--- config.mk ---
export PLATFORM = sky130hd
export DESIGN_NAME = imem_access_ctrl_flat
export DESIGN_NICKNAME = d
export VERILOG_FILES = /design/src/rtl/imem_access_ctrl_if.sv /design/src/rtl/imem_access_ctrl.sv /design/src/flat_wrapper.sv
export SDC_FILE = /design/constraint.sdc
export NUM_CORES = 1
export LEC_CHECK = 0
export CORE_AREA = 2 2 106 149
export CTS_BUF_LIST = sky130_fd_sc_hd__clkbuf_2
export CTS_CLUSTER_DIAMETER = 40
export CTS_CLUSTER_SIZE = 16
export DETAILED_ROUTE_END_ITERATION = 10
export DIE_AREA = 0 0 108 151
export GPL_TIMING_DRIVEN = 0
export HOLD_SLACK_MARGIN = 0.06
export PLACE_DENSITY = 0.73
export REMOVE_ABC_BUFFERS = 1
export SYNTH_ARGS = -nofsm -noshare
export SYNTH_HDL_FRONTEND = slang
export SYNTH_SLANG_ARGS = --single-unit
--- constraint.sdc ---
create_clock -name i_clk -period 4.6 [get_ports i_clk]
set_clock_uncertainty 0.1 [all_clocks]
set_input_delay 0.92 -clock i_clk [delete_from_list [all_inputs] [get_ports i_clk]]
set_output_delay 0.92 -clock i_clk [all_outputs]
set_load 0.02 [all_outputs]
--- src/rtl/imem_access_ctrl_if.sv ---
// Loader, fetch and memory-port bundle shared by the instruction-memory access controller.
// Signal names carry the controller's direction (i_ into the controller, o_ out of it).
interface imem_access_ctrl_if #(
   parameter int CNT_W = 16
);
   logic              i_ld_valid;
   logic              o_ld_ready;
   logic [31:0]       i_ld_adr;
   logic [31:0]       i_ld_data;
   logic              i_ld_done;
   logic              o_ld_err;
   logic [CNT_W-1:0]  o_ld_count;

   logic [31:0]       i_fetch_adr;
   logic [31:0]       o_fetch_instr;
   logic              o_fetch_valid;
   logic              o_fetch_err;
   logic              o_stall;

   logic              o_mem_we;
   logic [31:0]       o_mem_wadr;
   logic [7:0]        o_mem_wbyte;
   logic [31:0]       o_mem_radr;
   logic [31:0]       i_mem_rdata;

   // Environment side: loader, IF stage and memory array
   modport master (
      output i_ld_valid, i_ld_adr, i_ld_data, i_ld_done, i_fetch_adr, i_mem_rdata,
      input  o_ld_ready, o_ld_err, o_ld_count, o_fetch_instr, o_fetch_valid,
             o_fetch_err, o_stall, o_mem_we, o_mem_wadr, o_mem_wbyte, o_mem_radr
   );

   modport slave (
      input  i_ld_valid, i_ld_adr, i_ld_data, i_ld_done, i_fetch_adr, i_mem_rdata,
      output o_ld_ready, o_ld_err, o_ld_count, o_fetch_instr, o_fetch_valid,
             o_fetch_err, o_stall, o_mem_we, o_mem_wadr, o_mem_wbyte, o_mem_radr
   );
endinterface

--- src/rtl/imem_access_ctrl.sv ---
// Instruction-memory access controller: boot-time word loading as 4 little-endian byte writes,
// shared with combinational word fetch that is held stalled until loading is released.
//
// state   | meaning
// --------+---------------------------------------------------------------
// BOOT    | waiting for loader words, fetch stalled
// BOOT_WR | writing the 4 bytes of a boot word, fetch stalled
// RUN     | fetch live, loader words still accepted
// RUN_WR  | writing the 4 bytes of a late word, fetch stalled
module imem_access_ctrl #(
   parameter int MEM_BYTES = 129,
   parameter int CNT_W     = 16
) (
   input  logic                     i_clk,
   input  logic                     i_rst,
   imem_access_ctrl_if.slave        bus
);

   localparam logic [1:0] S_BOOT    = 2'd0;
   localparam logic [1:0] S_BOOT_WR = 2'd1;
   localparam logic [1:0] S_RUN     = 2'd2;
   localparam logic [1:0] S_RUN_WR  = 2'd3;

   localparam logic [32:0] MEM_LIMIT = 33'(MEM_BYTES);

   logic [1:0]        r_state;
   logic [1:0]        r_byte_cnt;
   logic [31:0]       r_adr;
   logic [31:0]       r_data;
   logic              r_done_pend;
   logic              r_ld_err;
   logic [CNT_W-1:0]  r_ld_count;

   logic              w_idle;
   logic              w_wr;
   logic              w_accept;
   logic              w_ld_legal;
   logic              w_last_byte;
   logic [32:0]       w_ld_end;
   logic [32:0]       w_fetch_end;
   logic              w_run;
   logic              w_fetch_err;
   logic [CNT_W-1:0]  w_count_inc;

   assign w_idle      = (r_state == S_BOOT) || (r_state == S_RUN);
   assign w_wr        = (r_state == S_BOOT_WR) || (r_state == S_RUN_WR);
   assign w_accept    = bus.i_ld_valid && w_idle;
   // 33-bit sums so an address near 2^32 cannot wrap into range
   assign w_ld_end    = {1'b0, bus.i_ld_adr} + 33'd3;
   assign w_ld_legal  = (bus.i_ld_adr[1:0] == 2'b00) && (w_ld_end < MEM_LIMIT);
   assign w_last_byte = w_wr && (r_byte_cnt == 2'd3);
   assign w_count_inc = (r_ld_count == {CNT_W{1'b1}}) ? r_ld_count : r_ld_count + 1'b1;

   always_ff @(posedge i_clk or posedge i_rst) begin
      if (i_rst) begin
         r_state     <= S_BOOT;
         r_byte_cnt  <= 2'd0;
         r_adr       <= 32'd0;
         r_data      <= 32'd0;
         r_done_pend <= 1'b0;
         r_ld_err    <= 1'b0;
         r_ld_count  <= '0;
      end else begin
         r_ld_err <= w_accept && !w_ld_legal;
         case (r_state)
            S_BOOT: begin
               if (w_accept && w_ld_legal) begin
                  r_state     <= S_BOOT_WR;
                  r_adr       <= bus.i_ld_adr;
                  r_data      <= bus.i_ld_data;
                  r_byte_cnt  <= 2'd0;
                  r_done_pend <= bus.i_ld_done;
               end else if (bus.i_ld_done) begin
                  r_state <= S_RUN;
               end
            end
            S_RUN: begin
               if (w_accept && w_ld_legal) begin
                  r_state    <= S_RUN_WR;
                  r_adr      <= bus.i_ld_adr;
                  r_data     <= bus.i_ld_data;
                  r_byte_cnt <= 2'd0;
               end
            end
            S_BOOT_WR: begin
               if (w_last_byte) begin
                  r_state     <= (r_done_pend || bus.i_ld_done) ? S_RUN : S_BOOT;
                  r_done_pend <= 1'b0;
                  r_ld_count  <= w_count_inc;
               end else begin
                  r_byte_cnt <= r_byte_cnt + 2'd1;
                  if (bus.i_ld_done) begin
                     r_done_pend <= 1'b1;
                  end
               end
            end
            default: begin
               if (w_last_byte) begin
                  r_state    <= S_RUN;
                  r_ld_count <= w_count_inc;
               end else begin
                  r_byte_cnt <= r_byte_cnt + 2'd1;
               end
            end
         endcase
      end
   end

   // byte_cnt parks at 3 after a word, so address/data outputs hold the last byte written
   assign bus.o_mem_we    = w_wr;
   assign bus.o_mem_wadr  = r_adr + {30'd0, r_byte_cnt};
   assign bus.o_mem_wbyte = r_data[{r_byte_cnt, 3'b000} +: 8];

   assign bus.o_ld_ready  = w_idle;
   assign bus.o_ld_err    = r_ld_err;
   assign bus.o_ld_count  = r_ld_count;

   assign w_run           = (r_state == S_RUN);
   assign w_fetch_end     = {1'b0, bus.i_fetch_adr} + 33'd3;
   assign w_fetch_err     = w_run && ((bus.i_fetch_adr[1:0] != 2'b00) || (w_fetch_end >= MEM_LIMIT));

   assign bus.o_mem_radr    = bus.i_fetch_adr;
   assign bus.o_fetch_err   = w_fetch_err;
   assign bus.o_fetch_valid = w_run && !w_fetch_err;
   assign bus.o_fetch_instr = (w_run && !w_fetch_err) ? bus.i_mem_rdata : 32'h0000_0013;
   assign bus.o_stall       = !w_run;

endmodule

--- src/flat_wrapper.sv ---
// flat-port wrapper written by rule: the top's interface ports become plain ports
module imem_access_ctrl_flat 
#(
   parameter int MEM_BYTES = 129,
   parameter int CNT_W     = 16
)
  (i_clk, i_rst, bus_i_ld_valid, bus_i_ld_adr, bus_i_ld_data, bus_i_ld_done, bus_i_fetch_adr, bus_i_mem_rdata, bus_o_ld_ready, bus_o_ld_err, bus_o_ld_count, bus_o_fetch_instr, bus_o_fetch_valid, bus_o_fetch_err, bus_o_stall, bus_o_mem_we, bus_o_mem_wadr, bus_o_mem_wbyte, bus_o_mem_radr);
  imem_access_ctrl_if #(.CNT_W(CNT_W)) bus_i ();
  input  logic i_clk;
  input  logic i_rst;
  input wire logic [$bits(bus_i.i_ld_valid)-1:0] bus_i_ld_valid;
  input wire logic [$bits(bus_i.i_ld_adr)-1:0] bus_i_ld_adr;
  input wire logic [$bits(bus_i.i_ld_data)-1:0] bus_i_ld_data;
  input wire logic [$bits(bus_i.i_ld_done)-1:0] bus_i_ld_done;
  input wire logic [$bits(bus_i.i_fetch_adr)-1:0] bus_i_fetch_adr;
  input wire logic [$bits(bus_i.i_mem_rdata)-1:0] bus_i_mem_rdata;
  output wire logic [$bits(bus_i.o_ld_ready)-1:0] bus_o_ld_ready;
  output wire logic [$bits(bus_i.o_ld_err)-1:0] bus_o_ld_err;
  output wire logic [$bits(bus_i.o_ld_count)-1:0] bus_o_ld_count;
  output wire logic [$bits(bus_i.o_fetch_instr)-1:0] bus_o_fetch_instr;
  output wire logic [$bits(bus_i.o_fetch_valid)-1:0] bus_o_fetch_valid;
  output wire logic [$bits(bus_i.o_fetch_err)-1:0] bus_o_fetch_err;
  output wire logic [$bits(bus_i.o_stall)-1:0] bus_o_stall;
  output wire logic [$bits(bus_i.o_mem_we)-1:0] bus_o_mem_we;
  output wire logic [$bits(bus_i.o_mem_wadr)-1:0] bus_o_mem_wadr;
  output wire logic [$bits(bus_i.o_mem_wbyte)-1:0] bus_o_mem_wbyte;
  output wire logic [$bits(bus_i.o_mem_radr)-1:0] bus_o_mem_radr;
  assign bus_i.i_ld_valid = bus_i_ld_valid;
  assign bus_i.i_ld_adr = bus_i_ld_adr;
  assign bus_i.i_ld_data = bus_i_ld_data;
  assign bus_i.i_ld_done = bus_i_ld_done;
  assign bus_i.i_fetch_adr = bus_i_fetch_adr;
  assign bus_i.i_mem_rdata = bus_i_mem_rdata;
  assign bus_o_ld_ready = bus_i.o_ld_ready;
  assign bus_o_ld_err = bus_i.o_ld_err;
  assign bus_o_ld_count = bus_i.o_ld_count;
  assign bus_o_fetch_instr = bus_i.o_fetch_instr;
  assign bus_o_fetch_valid = bus_i.o_fetch_valid;
  assign bus_o_fetch_err = bus_i.o_fetch_err;
  assign bus_o_stall = bus_i.o_stall;
  assign bus_o_mem_we = bus_i.o_mem_we;
  assign bus_o_mem_wadr = bus_i.o_mem_wadr;
  assign bus_o_mem_wbyte = bus_i.o_mem_wbyte;
  assign bus_o_mem_radr = bus_i.o_mem_radr;
  imem_access_ctrl #(.MEM_BYTES(MEM_BYTES), .CNT_W(CNT_W)) u_core (.i_clk(i_clk), .i_rst(i_rst), .bus(bus_i));
endmodule
==> results.yml, run 1 <==
global_route:
  grt_max_degree: 66
  met2_usage: 0.358
  grt_usage: 0.202
  met3_usage: 0.0262
  busiest_layer: "met2"
  antenna_found_initial: 1
  grt_first_pass_wirelength_um: 26400
  grt_pass1_vias: 5354
  met1_usage: 0.257
  grt-ovfl-total: 0
logic_synthesis:
  syn_area_per_cell_sq_um: 9.46
  ys_seq_area_frac: 0.358
  synth_area_sq_mm: 0.00601
  ys.flop_type: "dfrtp_1"
  yosysTopAreaCellShare: 0.358
  ys_seq_elements: 86
  synthTopCellsByArea: "dfrtp_1, xnor2_1, mux2_4"
  yosysUniqueCellTypes: 63
  synth_top_cell_by_area: "dfrtp_1"
  synth_edf_count: 0
  synth-warning-count: 0
  synthCells: 636
  synthArstFlopShare: 1.00
place:
  gp_congestion: 0.949
  placed_cell_area_sq_mm: 0.00853
  port_buffers: 257
  detailedPlace.worstSlack_ns: -1.44
  dpl.hpwl_um: 12800
die:
  ios: 258
  core.rowCount: 53
  core_sq_mm: 0.0149
  die_area_sq_mm: 0.0163
  die-width_um: 108
  start_util: 0.403
  die_h_um: 151
critical_path:
  crit_chain: "buf_8 -> o2111a_2 -> or3_4 -> a2111oi_4 -> nor3_1 -> or4_4 -> nor4_4 -> buf_4 -> buf_6 -> buf_8 -> and3_4 -> buf_6"
  cp.arrival_ns: 3.58
  crit_path_max_fanout: 7
  critPathSlowestCell: "or4_4"
  startpoint_type: "input pin"
  worstSetupPathType: "input pin to output pin"
  slowest_delay_ns: 0.55
  end_kind: "output pin"
  required_ns: 3.58
power:
  p_per_area_mw_per_mm2: 163
  internal-power_mw: 1.09
  clockPowerShare: 0.301
  power_leakage_nw: 4.04
  p_sw_uw: 393
  p_sw_frac: 0.265
  p_seq_frac: 0.510
  ir_worst_vdd_mv: 0.135
  pwr-share-comb: 0.189
clock_network:
  htreeDepth: 3
  clock_latency_ns: 0.54
  cts-buffers-inserted: 9
  ctsRootBufferMaster: "clkbuf_2"
  clk_pin_slew_ns: 0.26
  cts.sinks: 86
  cts_tree: "yes"
  clk_path_buf_depth: 2
drt:
  wl_um: 17000
  drtIter0Drc: 201
  drtAntennaViolNets: 0
  viasPerCell: 5.27
  first_pass_iters: 4
  drc_errors: 0
  wire_per_inst_um: 16.0
  vias: 5618
run_status:
  violations: "negative setup slack"
  status: "finished with violations"
sta:
  fin_crit_ns: 4.60
  slew_headroom: 0.257
  worst_slack_ns: -0.000118
  rsz0062_at_grt: "yes"
  holdWs_ns: 0.420
  finalSetupViolCount: 1
  worstMarginPinSlew_ns: 1.11
  fin_crit_sh: 1.00
  fmax_mhz: 217
  drv_slew: 0
  hold_violations: 0
finish:
  layout-drive-gt1-share: 0.215
  post-route-util: 0.612
  final_common_cell: "clkdlybuf4s50_1"
  design_area_sq_mm: 0.00914
  mostFrequentLayoutCells: "clkdlybuf4s50_1, dfrtp_1, nand2_1"
  syn_to_final_growth_pct: 51.9
  nets: 1011
min_path:
  min_path_type: "register to register"
job:
  drv_cap: 0
Yosys cell counts, types with 3 or more instances:
master / count
a211oi_1: 3
a21o_1: 3
a21oi_1: 9
a311oi_1: 4
a31oi_1: 8
and2_1: 28
and3_1: 46
and4_1: 5
buf_2: 3
buf_4: 33
buf_6: 3
clkbuf_1: 14
dfrtp_1: 86
ha_1: 9
inv_1: 21
mux2_1: 5
mux2_2: 18
mux2_4: 20
mux2i_1: 4
mux4_2: 8
nand2_1: 54
nand2b_1: 3
nand3_1: 40
nand4_1: 16
nor2_1: 40
nor2b_1: 3
nor3_1: 18
nor3b_1: 4
nor4_1: 12
o211ai_1: 3
o21ai_0: 12
o31ai_1: 6
or3_1: 4
xnor2_1: 38
xor2_1: 15
through the flow:
stage	instances	TNS (ns)	total power [mW]
5_1_grt	1066	-2.38	1.55
3_5_place_dp	1032	-59.41	1.04
2_1_floorplan	581	-17.39	0.833
6_report	1066	-0.000118	1.49
4_1_cts	1063	-0.695	1.50
3_3_place_gp	1030	-176.31	1.04
metal layers:
layer | part of all wire | vias to the layer above
met1 | 0.41 | 2680
met4 | 0.018 | 0
met5 | 0 | -
met3 | 0.052 | 23
li1 | - | 2735
met2 | 0.52 | 180
critical path, delay by kind of cell:
kind	cells	cell delay, ns
AO/OA/AOI/OAI	2	0.59
AND/OR/NAND/NOR	5	1.42
buffers and inverters	5	0.65
final timing paths:
check	from	end	slack (ns)	cells past startpoint
setup / recovery	bus_i_fetch_adr[0]	bus_o_fetch_instr[26]	-0.0001	12
hold / removal	u_core.bus.o_ld_count[13]	u_core.bus.o_ld_count[13]	0.42	1
setup reg to reg	u_core.bus.o_ld_count[3]	u_core.bus.o_ld_count[12]	2.40	8
hold reg to reg	u_core.bus.o_ld_count[13]	u_core.bus.o_ld_count[13]	0.42	1
max in group asynchronous	i_rst	u_core.r_byte_cnt[0]	3.21	3
min in group asynchronous	i_rst	u_core.bus.o_ld_count[14]	0.57	2
cells by family (layout without fill, tap and decap cells):
logic type / count (synthesis) / after routing / share of synthesized area
simple gates: 292 / 292 / 0.266
flops: 86 / 86 / 0.358
buf+inv: 76 / 313 / 0.0724
compound gates: 64 / 64 / 0.0745
mux: 55 / 55 / 0.130
xor+xnor: 53 / 53 / 0.0772
fa+ha+maj: 10 / 10 / 0.0221
other cells: 0 / 1 / 0
layout make-up:
| type | count | area [sq um] |
|---|---|---|
| tap | 192 | 240 |
| multi-input combinational | 474 | 3740 |
| clock buffer | 9 | 45.0 |
| sequential | 86 | 2160 |
| inverter | 21 | 88.8 |
| timing repair buffer | 277 | 2770 |
| antenna | 1 | 2.50 |
| fill | 1249 | 5780 |
| clock inverter | 6 | 95.1 |
power by group through the flow:
| stage | Clock (mW) | Combinational (mW) | Sequential [mW] |
|---|---|---|---|
| 4_1_cts | 0.465 | 0.277 | 0.758 |
| 6_report | 0.447 | 0.280 | 0.758 |
| 2_1_floorplan | 0 | 0.0617 | 0.772 |
| 3_5_place_dp | 0 | 0.271 | 0.771 |
| 5_1_grt | 0.494 | 0.301 | 0.759 |
| 3_3_place_gp | 0 | 0.266 | 0.771 |
registers in the layout, indices dropped and copies added (netlist names):
name,count
u_core.r_adr,32
u_core.r_data,32
u_core.bus.o_ld_count,16
u_core.r_byte_cnt,2
u_core.r_state,2
u_core.bus.o_ld_err,1
u_core.r_done_pend,1
what timing repair did:
item,CTS,global route
buffers inserted,14,4
pin swaps,24,4
hold buffers,0,0
endpoints found under the setup margin,43,42
cloned,2,1
resized for setup,283,32
Note: power is estimated with default switching activity, not from simulation.
==> run 2: changes to the inputs <==
Settings changed: PLACE_DENSITY 0.73 to default, PLACE_DENSITY_LB_ADDON from default to 0.08, SLEW_MARGIN from default to 25.
==> run 2 against run 1 <==
Against the previous run:
- the run now ends clean
- routed wire length rose by 6.9%
- via count is 2.1% higher
- hold slack got worse by 0.0088 ns
- fmax increased by 0.23%
- non-clock buffer count unchanged
- critical path depth is the same
- flip-flop and latch count unchanged
- die area stayed put
- combinational power up 2%
- first-iteration DRC count grew 43%
- cell count barely moved
- critical endpoint is now bus_o_fetch_instr[5]
- largest cell class unchanged
==> results.yml, run 2 (synthesis gave the netlist of run 1 again) <==
run_status:
  status: "finished clean"
place:
  placed_cell_area_sq_mm: 0.00854
  placed_cells: 1033
  gp_congestion: 0.887
  dpl.hpwl_um: 13900
  port_buffers: 257
  detailedPlace.worstSlack_ns: -1.55
sta:
  fin_setup_tns_ns: 0
  hold_violations: 0
  rsz0062_at_grt: "yes"
  fin_crit_sh: 0.998
  finalSetupViolCount: 0
  worstMarginPinSlew_ns: 0.654
  holdWs_ns: 0.412
  worst_slack_ns: 0.0103
  fmax_mhz: 218
  drv_slew: 0
  slew_headroom: 0.561
  fin_crit_ns: 4.59
power:
  p_seq_frac: 0.475
  power_leakage_nw: 4.09
  pwr-share-comb: 0.179
  p_per_area_mw_per_mm2: 175
  p_sw_uw: 393
  p_total_mw: 1.59
  ir_worst_vdd_mv: 0.140
  internal-power_mw: 1.20
  clockPowerShare: 0.346
  p_sw_frac: 0.246
drt:
  wl_um: 18200
  drtAntennaViolNets: 0
  drtIter0Drc: 287
  viasPerCell: 5.37
  drc_errors: 0
  wire_per_inst_um: 17.1
  vias: 5735
  first_pass_iters: 5
die:
  die_h_um: 151
  die_area_sq_mm: 0.0163
  start_util: 0.403
  die-width_um: 108
  core.rowCount: 53
  core_sq_mm: 0.0149
  ios: 258
critical_path:
  slowest_delay_ns: 0.53
  cp.arrival_ns: 3.57
  critPathSlowestCell: "or4_1"
  crit_chain: "buf_12 -> or4_1 -> nand2_2 -> a31oi_4 -> a2111oi_4 -> nor3_2 -> or4_4 -> nor4_4 -> buf_6 -> buf_6 -> and3_4 -> buf_6"
  critPathTopFamily: "simple AND/OR/NAND/NOR gates"
  end_kind: "output pin"
  crit_path_max_fanout: 6
  cpMostUsedCell: "buf_6"
  required_ns: 3.58
  worstSetupPathType: "input pin to output pin"
  startpoint_type: "input pin"
  critPathBufInv: 4
clock_network:
  htreeDepth: 3
  cts.sinks: 86
  clk_path_buf_depth: 2
  cts-buffers-inserted: 9
  clock_latency_ns: 0.52
  cts_hold_buf: 0
  ctsRootBufferMaster: "clkbuf_2"
  cts_tree: "yes"
  clk_pin_slew_ns: 0.20
global_route:
  antenna_found_initial: 1
  grt-ovfl-total: 0
  grt_pass1_vias: 5594
  grt_first_pass_wirelength_um: 27800
  grt_max_degree: 49
  grt_usage: 0.214
min_path:
  min_path_type: "register to register"
finish:
  post-route-util: 0.611
  design_area_sq_mm: 0.00911
  layout-drive-gt1-share: 0.217
  stdcell_count: 1067
  mostFrequentLayoutCells: "clkdlybuf4s50_1, dfrtp_1, nand2_1"
  nets: 1011
  syn_to_final_growth_pct: 51.5
  final_common_cell: "clkdlybuf4s50_1"
job:
  drv_cap: 0
[run 2: cell count changes in the layout (fill, tap and decap cells not counted), sizes merged, moves of 2 or more]
cell           previous run  this run
dlygate4sd2              16         6
clkbuf                   14        23
clkdlybuf4s15             7         1
buf                      53        56
dlymetal6s2s              0         3
bufinv                    2         4
[run 2: power by group through the flow]
stage                     sequential, mW  combinational (mW)  clock [mW]
final                              0.758               0.285       0.552
after global routing               0.759               0.306       0.604
after CTS                          0.758               0.276       0.567
after detailed placement           0.771               0.272           0
after global placement             0.771               0.264           0
after floorplan                    0.772              0.0617           0
[run 2: path summary, 6_finish.rpt]
kind / startpoint / endpoint / slack [ns] / cells past startpoint
min in group asynchronous: i_rst / u_core.r_data[1] / 0.63 / 2
max reg2reg: u_core.r_byte_cnt[1] / u_core.bus.o_ld_count[12] / 2.34 / 6
min: u_core.r_data[21] / u_core.r_data[21] / 0.41 / 1
min reg2reg: u_core.r_data[21] / u_core.r_data[21] / 0.41 / 1
max in group asynchronous: i_rst / u_core.r_data[29] / 3.12 / 3
max: bus_i_fetch_adr[0] / bus_o_fetch_instr[5] / 0.01 / 12
[run 2: metal layers]
metal | global-route usage | routed length, um | up-vias
li1 | - | - | 2750
met1 | 0.259 | 7460 | 2803
met2 | 0.384 | 9510 | 166
met3 | 0.0448 | 1020 | 16
met4 | 0.0545 | 227 | 0
met5 | 0 | 0 | -
[run 2: cell type report]
class | count | area [sq um]
Clock inverter | 7 | 144
Clock buffer | 9 | 45.0
Inverter | 21 | 91.3
Timing Repair Buffer | 277 | 2710
Tap cell | 192 | 240
Sequential cell | 86 | 2160
Fill cell | 1314 | 5810
Antenna cell | 1 | 2.50
Multi-Input combinational cell | 474 | 3730
[run 2: what timing repair did]
action	in CTS	in global routing
setup buffers	9	4
pin swaps	7	21
endpoints found under the hold margin	0	0
cloned	4	0
gates resized for setup	238	94
setup endpoints to repair	43	42
